$ cat config.mk
export PLATFORM = sky130hd
export DESIGN_NAME = cordic_arbiter
export DESIGN_NICKNAME = d
export VERILOG_FILES = /design/src/rtl/cordic_arbiter.sv
export SDC_FILE = /design/constraint.sdc
export NUM_CORES = 1
export LEC_CHECK = 0
export CORE_ASPECT_RATIO = 1.4
export CORE_MARGIN = 2
export CORE_UTILIZATION = 36
export DETAILED_ROUTE_END_ITERATION = 12
export GPL_ROUTABILITY_DRIVEN = 0
export PLACE_DENSITY = 0.83
export SYNTH_ARGS = -nofsm -noshare
export SYNTH_HDL_FRONTEND = slang
export SYNTH_SLANG_ARGS = --single-unit
$ cat constraint.sdc
create_clock -name clock -period 8.3 [get_ports clock]
set_input_delay 2.49 -clock clock [delete_from_list [all_inputs] [get_ports clock]]
set_output_delay 2.49 -clock clock [all_outputs]
set_load 0.01 [all_outputs]
$ cat src/rtl/cordic_arbiter.sv
// Round-robin front end for a single shared CORDIC core: grants one requester at a time,
// sequences the core through a fixed latency and returns the result with the owner's ID.
module cordic_arbiter #(
   parameter int NUM_REQ        = 4,
   parameter int WIDTH          = 32,
   parameter int CORDIC_LATENCY = 16
) (
   input  logic                     clock,
   input  logic                     reset,
   input  logic [NUM_REQ-1:0]       req_valid,
   input  logic [NUM_REQ*WIDTH-1:0] req_angle,
   output logic [NUM_REQ-1:0]       req_ready,
   output logic                     rsp_valid,
   output logic [2:0]               rsp_id,
   output logic [WIDTH-1:0]         rsp_cos,
   output logic [WIDTH-1:0]         rsp_sin,
   input  logic                     rsp_ready,
   output logic                     busy,
   output logic                     cordic_start,
   output logic [WIDTH-1:0]         cordic_angle,
   input  logic [WIDTH-1:0]         cordic_cos,
   input  logic [WIDTH-1:0]         cordic_sin
);

   // state  | meaning
   // IDLE   | arbitrating; req_ready one-hot to the winner
   // ISSUE  | cordic_start pulse, wait counter loaded
   // WAIT   | core computing; capture results when counter hits 0
   // RESP   | result presented until rsp_ready

   localparam int CNT_W = (CORDIC_LATENCY > 1) ? $clog2(CORDIC_LATENCY) : 1;
   localparam logic [CNT_W-1:0] CNT_LOAD = CNT_W'(CORDIC_LATENCY - 1);
   localparam int IDX_W = (NUM_REQ > 1) ? $clog2(NUM_REQ) : 1;
   localparam logic [2:0] LAST_ID = 3'(NUM_REQ - 1);

   typedef enum logic [1:0] {
      S_IDLE,
      S_ISSUE,
      S_WAIT,
      S_RESP
   } state_t;

   state_t           state, state_nxt;
   logic [2:0]       rr_ptr;
   logic [CNT_W-1:0] cnt;
   logic [2:0]       win_idx;
   logic             win_found;
   logic             accept;

   // Scan from the highest offset down so the closest requester above rr_ptr wins.
   always_comb begin
      int j;
      j         = 0;
      win_found = 1'b0;
      win_idx   = 3'd0;
      for (int k = NUM_REQ - 1; k >= 0; k--) begin
         j = int'(rr_ptr) + k;
         if (j >= NUM_REQ) j = j - NUM_REQ;
         if (req_valid[j[IDX_W-1:0]]) begin
            win_found = 1'b1;
            win_idx   = 3'(j);
         end
      end
   end

   always_comb begin
      req_ready = '0;
      if (state == S_IDLE && win_found && !reset) req_ready[win_idx[IDX_W-1:0]] = 1'b1;
   end

   assign accept = |req_ready;

   always_ff @(posedge clock or posedge reset) begin
      if (reset) state <= S_IDLE;
      else       state <= state_nxt;
   end

   always_comb begin
      state_nxt    = state;
      cordic_start = 1'b0;
      rsp_valid    = 1'b0;
      busy         = 1'b1;
      case (state)
         S_IDLE: begin
            busy = 1'b0;
            if (accept) state_nxt = S_ISSUE;
         end
         S_ISSUE: begin
            cordic_start = 1'b1;
            state_nxt    = S_WAIT;
         end
         S_WAIT: begin
            if (cnt == '0) state_nxt = S_RESP;
         end
         S_RESP: begin
            rsp_valid = 1'b1;
            if (rsp_ready) state_nxt = S_IDLE;
         end
         default: state_nxt = S_IDLE;
      endcase
   end

   always_ff @(posedge clock or posedge reset) begin
      if (reset) begin
         rr_ptr       <= 3'd0;
         cnt          <= '0;
         rsp_id       <= 3'd0;
         rsp_cos      <= '0;
         rsp_sin      <= '0;
         cordic_angle <= '0;
      end else begin
         if (accept) begin
            cordic_angle <= req_angle[int'(win_idx)*WIDTH +: WIDTH];
            rsp_id       <= win_idx;
         end
         if (state == S_ISSUE) cnt <= CNT_LOAD;
         if (state == S_WAIT) begin
            if (cnt == '0) begin
               rsp_cos <= cordic_cos;
               rsp_sin <= cordic_sin;
            end else begin
               cnt <= cnt - 1'b1;
            end
         end
         // Pointer moves only when a response is consumed.
         if (state == S_RESP && rsp_ready)
            rr_ptr <= (rsp_id == LAST_ID) ? 3'd0 : rsp_id + 3'd1;
      end
   end

endmodule

==> impl_metrics.json <==
{
  "reported_leakage_power_nw": 3.67,
  "power_density_relative_to_cell_area_mw_per_mm2": 275,
  "track_usage": 0.200,
  "path_cells": "clkdlybuf4s50_1 > mux4_2 > a2111o_1 > and2_4 > nor3_1 > clkdlybuf4s50_1",
  "worst_hold_path_type": "reg -> reg",
  "clock_sinks": 108,
  "placed_cells_incl_taps": 981,
  "synth_warnings": 0,
  "cts_inserted_buffers": 9,
  "combinational_power_share": 0.526,
  "placeableCoreArea_mm2": 0.0160,
  "crit_path_max_fanout": 34,
  "worst_hold_startpoint": "rr_ptr[2]",
  "layout_worst_path_cycle_share": 0.924,
  "post_cts.repair.setup_buffers": 0,
  "criticalPathCategory": "in -> out",
  "design_power_total_w": 0.00255,
  "route.met3.wl_um": 1510,
  "route.detailed.drc": 0,
  "first_global_vias": 5362,
  "cts.hold.buffers_added": 0,
  "final-setup-viol-count": 0,
  "wirelength_met1_um": 6690,
  "ios": 305,
  "drt-wirelength-per-cell_um": 17.9,
  "yosys_register_bits": 108,
  "synth_async_sr_flop_share": 1.00,
  "post_route_cells_drive_above_1_share": 0.130,
  "route.vias.total": 5407,
  "cts_root_buf": "sky130_fd_sc_hd__clkbuf_16",
  "chip_height_um": 155,
  "worst_hold_path.endpoint": "rr_ptr[2]",
  "sw_frac_of_total": 0.386,
  "syn-num-nets": 724,
  "area_growth_pct": 58.8,
  "synthesis.area_per_instance_um2": 11.3,
  "number_of_levels_in_the_clock_h_tree": 3,
  "post-synth-top-area-cell": "sky130_fd_sc_hd__dfrtp_1",
  "critical_path.startpoint_type": "input port",
  "fmax_ghz": 0.130,
  "num_antenna_cells": 0,
  "timing.critical_path.mode_cell": "sky130_fd_sc_hd__clkdlybuf4s50_1",
  "worst-endpoint-required_ns": 5.81,
  "critical_path.top_delay_family": "buffers and inverters",
  "routed_wirelength_um": 17800,
  "cts_tree": "built",
  "power_report.internal_total_w": 0.00156,
  "top_signal_layer_used": "met4",
  "placement.cell_area_mm2": 0.00898,
  "grt_antenna_before_repair": 0,
  "setup_total_negative_slack_ns": 0,
  "relSlewSlack": 0.398,
  "worst_skew_pair.late_latency_ns": 0.34,
  "grt_setup_unrepaired": "no",
  "clkTransAtPathRegs_ns": 0.08,
  "cts_max_path_buffers": 2,
  "ctsResizeCount": 0,
  "drt-vias-per-instance": 5.43,
  "cpPeakStageDelay_ns": 0.61,
  "critPathSlowestCell": "sky130_fd_sc_hd__clkdlybuf4s50_1",
  "synth_cell_types": 42,
  "power.switching_w": 0.000985,
  "maxSlewViolCount": 0,
  "clkPwrFrac": 0.164,
  "run_status": "finished clean",
  "place.detailed.hpwl_um": 13200,
  "globalRoute.totalOverflow": 0,
  "timing.hold.worst_path_depth": 2,
  "sequential_to_total_area_share_from_yosys_stat": 0.463,
  "synthFlopType": "sky130_fd_sc_hd__dfrtp_1",
  "fp-row-count": 55,
  "fin_skew_ns": 0.0106,
  "chipWidth_um": 112,
  "drv.max_cap_violation_count": 0,
  "antenna_violation_net_count_after_detailed_routing": 0,
  "num-nets-final": 1001,
  "timing.critical_path.to_type": "primary output",
  "reg2reg_slack_ns": 5.05,
  "synth.cells.most_frequent": "sky130_fd_sc_hd__dfrtp_1, sky130_fd_sc_hd__mux2_2, sky130_fd_sc_hd__nand2_1",
  "stdcell_area_mm2": 0.00927,
  "post_synthesis_instance_total": 516,
  "layout_min_cycle_time_ns": 7.67,
  "drt_iter0_markers": 347,
  "buffer_ports.inserted": 304,
  "pin_count_of_the_biggest_net_entering_global_routing": 83,
  "floorplan.initialDensity": 0.364,
  "final-hold-violation-count": 0,
  "final-instance-count-excl-fill": 996,
  "critical_path.n_buffers_inverters": 2,
  "tightestPinTransition_ns": 0.903,
  "synth_edf_count": 0,
  "grt_pass1_wl_um": 27800,
  "die_area_mm2": 0.0173,
  "synth_most_common_cell": "sky130_fd_sc_hd__dfrtp_1",
  "final.setup.worst_slack_ns": 0.627,
  "placement.setup.worst_slack_ns": 0.647,
  "vdd.ir_drop.worst_mv": 0.213,
  "worst-r2r-cell-count": 8,
  "firstDrtPassIters": 7,
  "synthesis.area_mm2": 0.00583,
  "met2RoutedLength_um": 9320,
  "launching_element_of_the_worst_setup_path": "req_valid[0]",
  "cp.arrival_ns": 5.18,
  "yosysTopAreaCellShare": 0.463,
  "timing.rr.end": "cordic_angle[21]",
  "power.sequential.fraction": 0.310,
  "r2r_start": "rr_ptr[0]",
  "yosys-top-cells-area": "sky130_fd_sc_hd__dfrtp_1, sky130_fd_sc_hd__mux2_2, sky130_fd_sc_hd__mux2i_1"
}
-- area by class of cell --
type	instances	area, µm²
Inverter	10	41.3
Sequential cell	108	2700
Clock inverter	6	56.3
Timing Repair Buffer	315	3130
Tap cell	199	249
Clock buffer	9	225
Multi-Input combinational cell	349	2870
Fill cell	1379	6770
-- placed cells by master (no fill, tap or decap), types with 11 or more instances in the layout --
master and count:
sky130_fd_sc_hd__mux2i_1 37, sky130_fd_sc_hd__buf_4 11, sky130_fd_sc_hd__clkdlybuf4s50_1 304, sky130_fd_sc_hd__a32o_1 32, sky130_fd_sc_hd__nand2_1 39, sky130_fd_sc_hd__a211oi_1 32, sky130_fd_sc_hd__a21oi_1 37, sky130_fd_sc_hd__nor2_1 17
sky130_fd_sc_hd__mux2_2 68, sky130_fd_sc_hd__dfrtp_1 108, sky130_fd_sc_hd__a221oi_1 32
-- sequential cells by signal, indices dropped and copies added, names as in the netlist --
signal	count
rsp_cos	32
cnt	4
rr_ptr	3
state	2
rsp_id	3
cordic_angle	32
rsp_sin	32
-- worst max-delay path by stage --
stage	end	cells after the start
finish	req_ready[1]	6
global route	req_ready[1]	6
CTS	req_ready[1]	6
detailed placement	req_ready[1]	6
global placement	req_ready[0]	6
floorplan	req_ready[0]	5
-- power by group through the flow --
stage / Clock (W) / Sequential [W] / Combinational [W]
CTS: 0.000434 / 0.000792 / 0.00135
floorplan: 0 / 0.000828 / 0.000790
finish: 0.000418 / 0.000791 / 0.00134
detailed placement: 0 / 0.000802 / 0.00134
global route: 0.000457 / 0.000817 / 0.00146
global placement: 0 / 0.000793 / 0.00132
-- routing by layer --
layer	global-route usage	up-vias
li1	-	2528
met1	0.230	2574
met2	0.362	284
met3	0.0596	21
met4	0.0547	0
met5	0	-
-- cells by family after synthesis --
logic type                 share of synthesized area
AOI/OAI and AO/OA                              0.202
muxes                                          0.202
adders and majority gates                     0.0193
and+or+nand+nor                               0.0601
buffers and inverters                         0.0528
DFF                                            0.463
-- per-stage QoR --
stage | hold slack, ns | utilization
floorplan | 0.450 | -
global placement | 0.474 | 0.560
detailed placement | 0.491 | 0.560
CTS | 0.510 | 0.578
global route | 0.516 | 0.578
finish | 0.499 | 0.578
-- worst reg2reg max path: cells and delay by family (launching register included) --
kind,cells,cell delay [ns]
buf+inv,2,0.59
flops,1,0.65
simple gates,2,0.64
fa+ha+maj,1,0.49
compound gates,3,0.77
(Power assumes the default switching activity.)
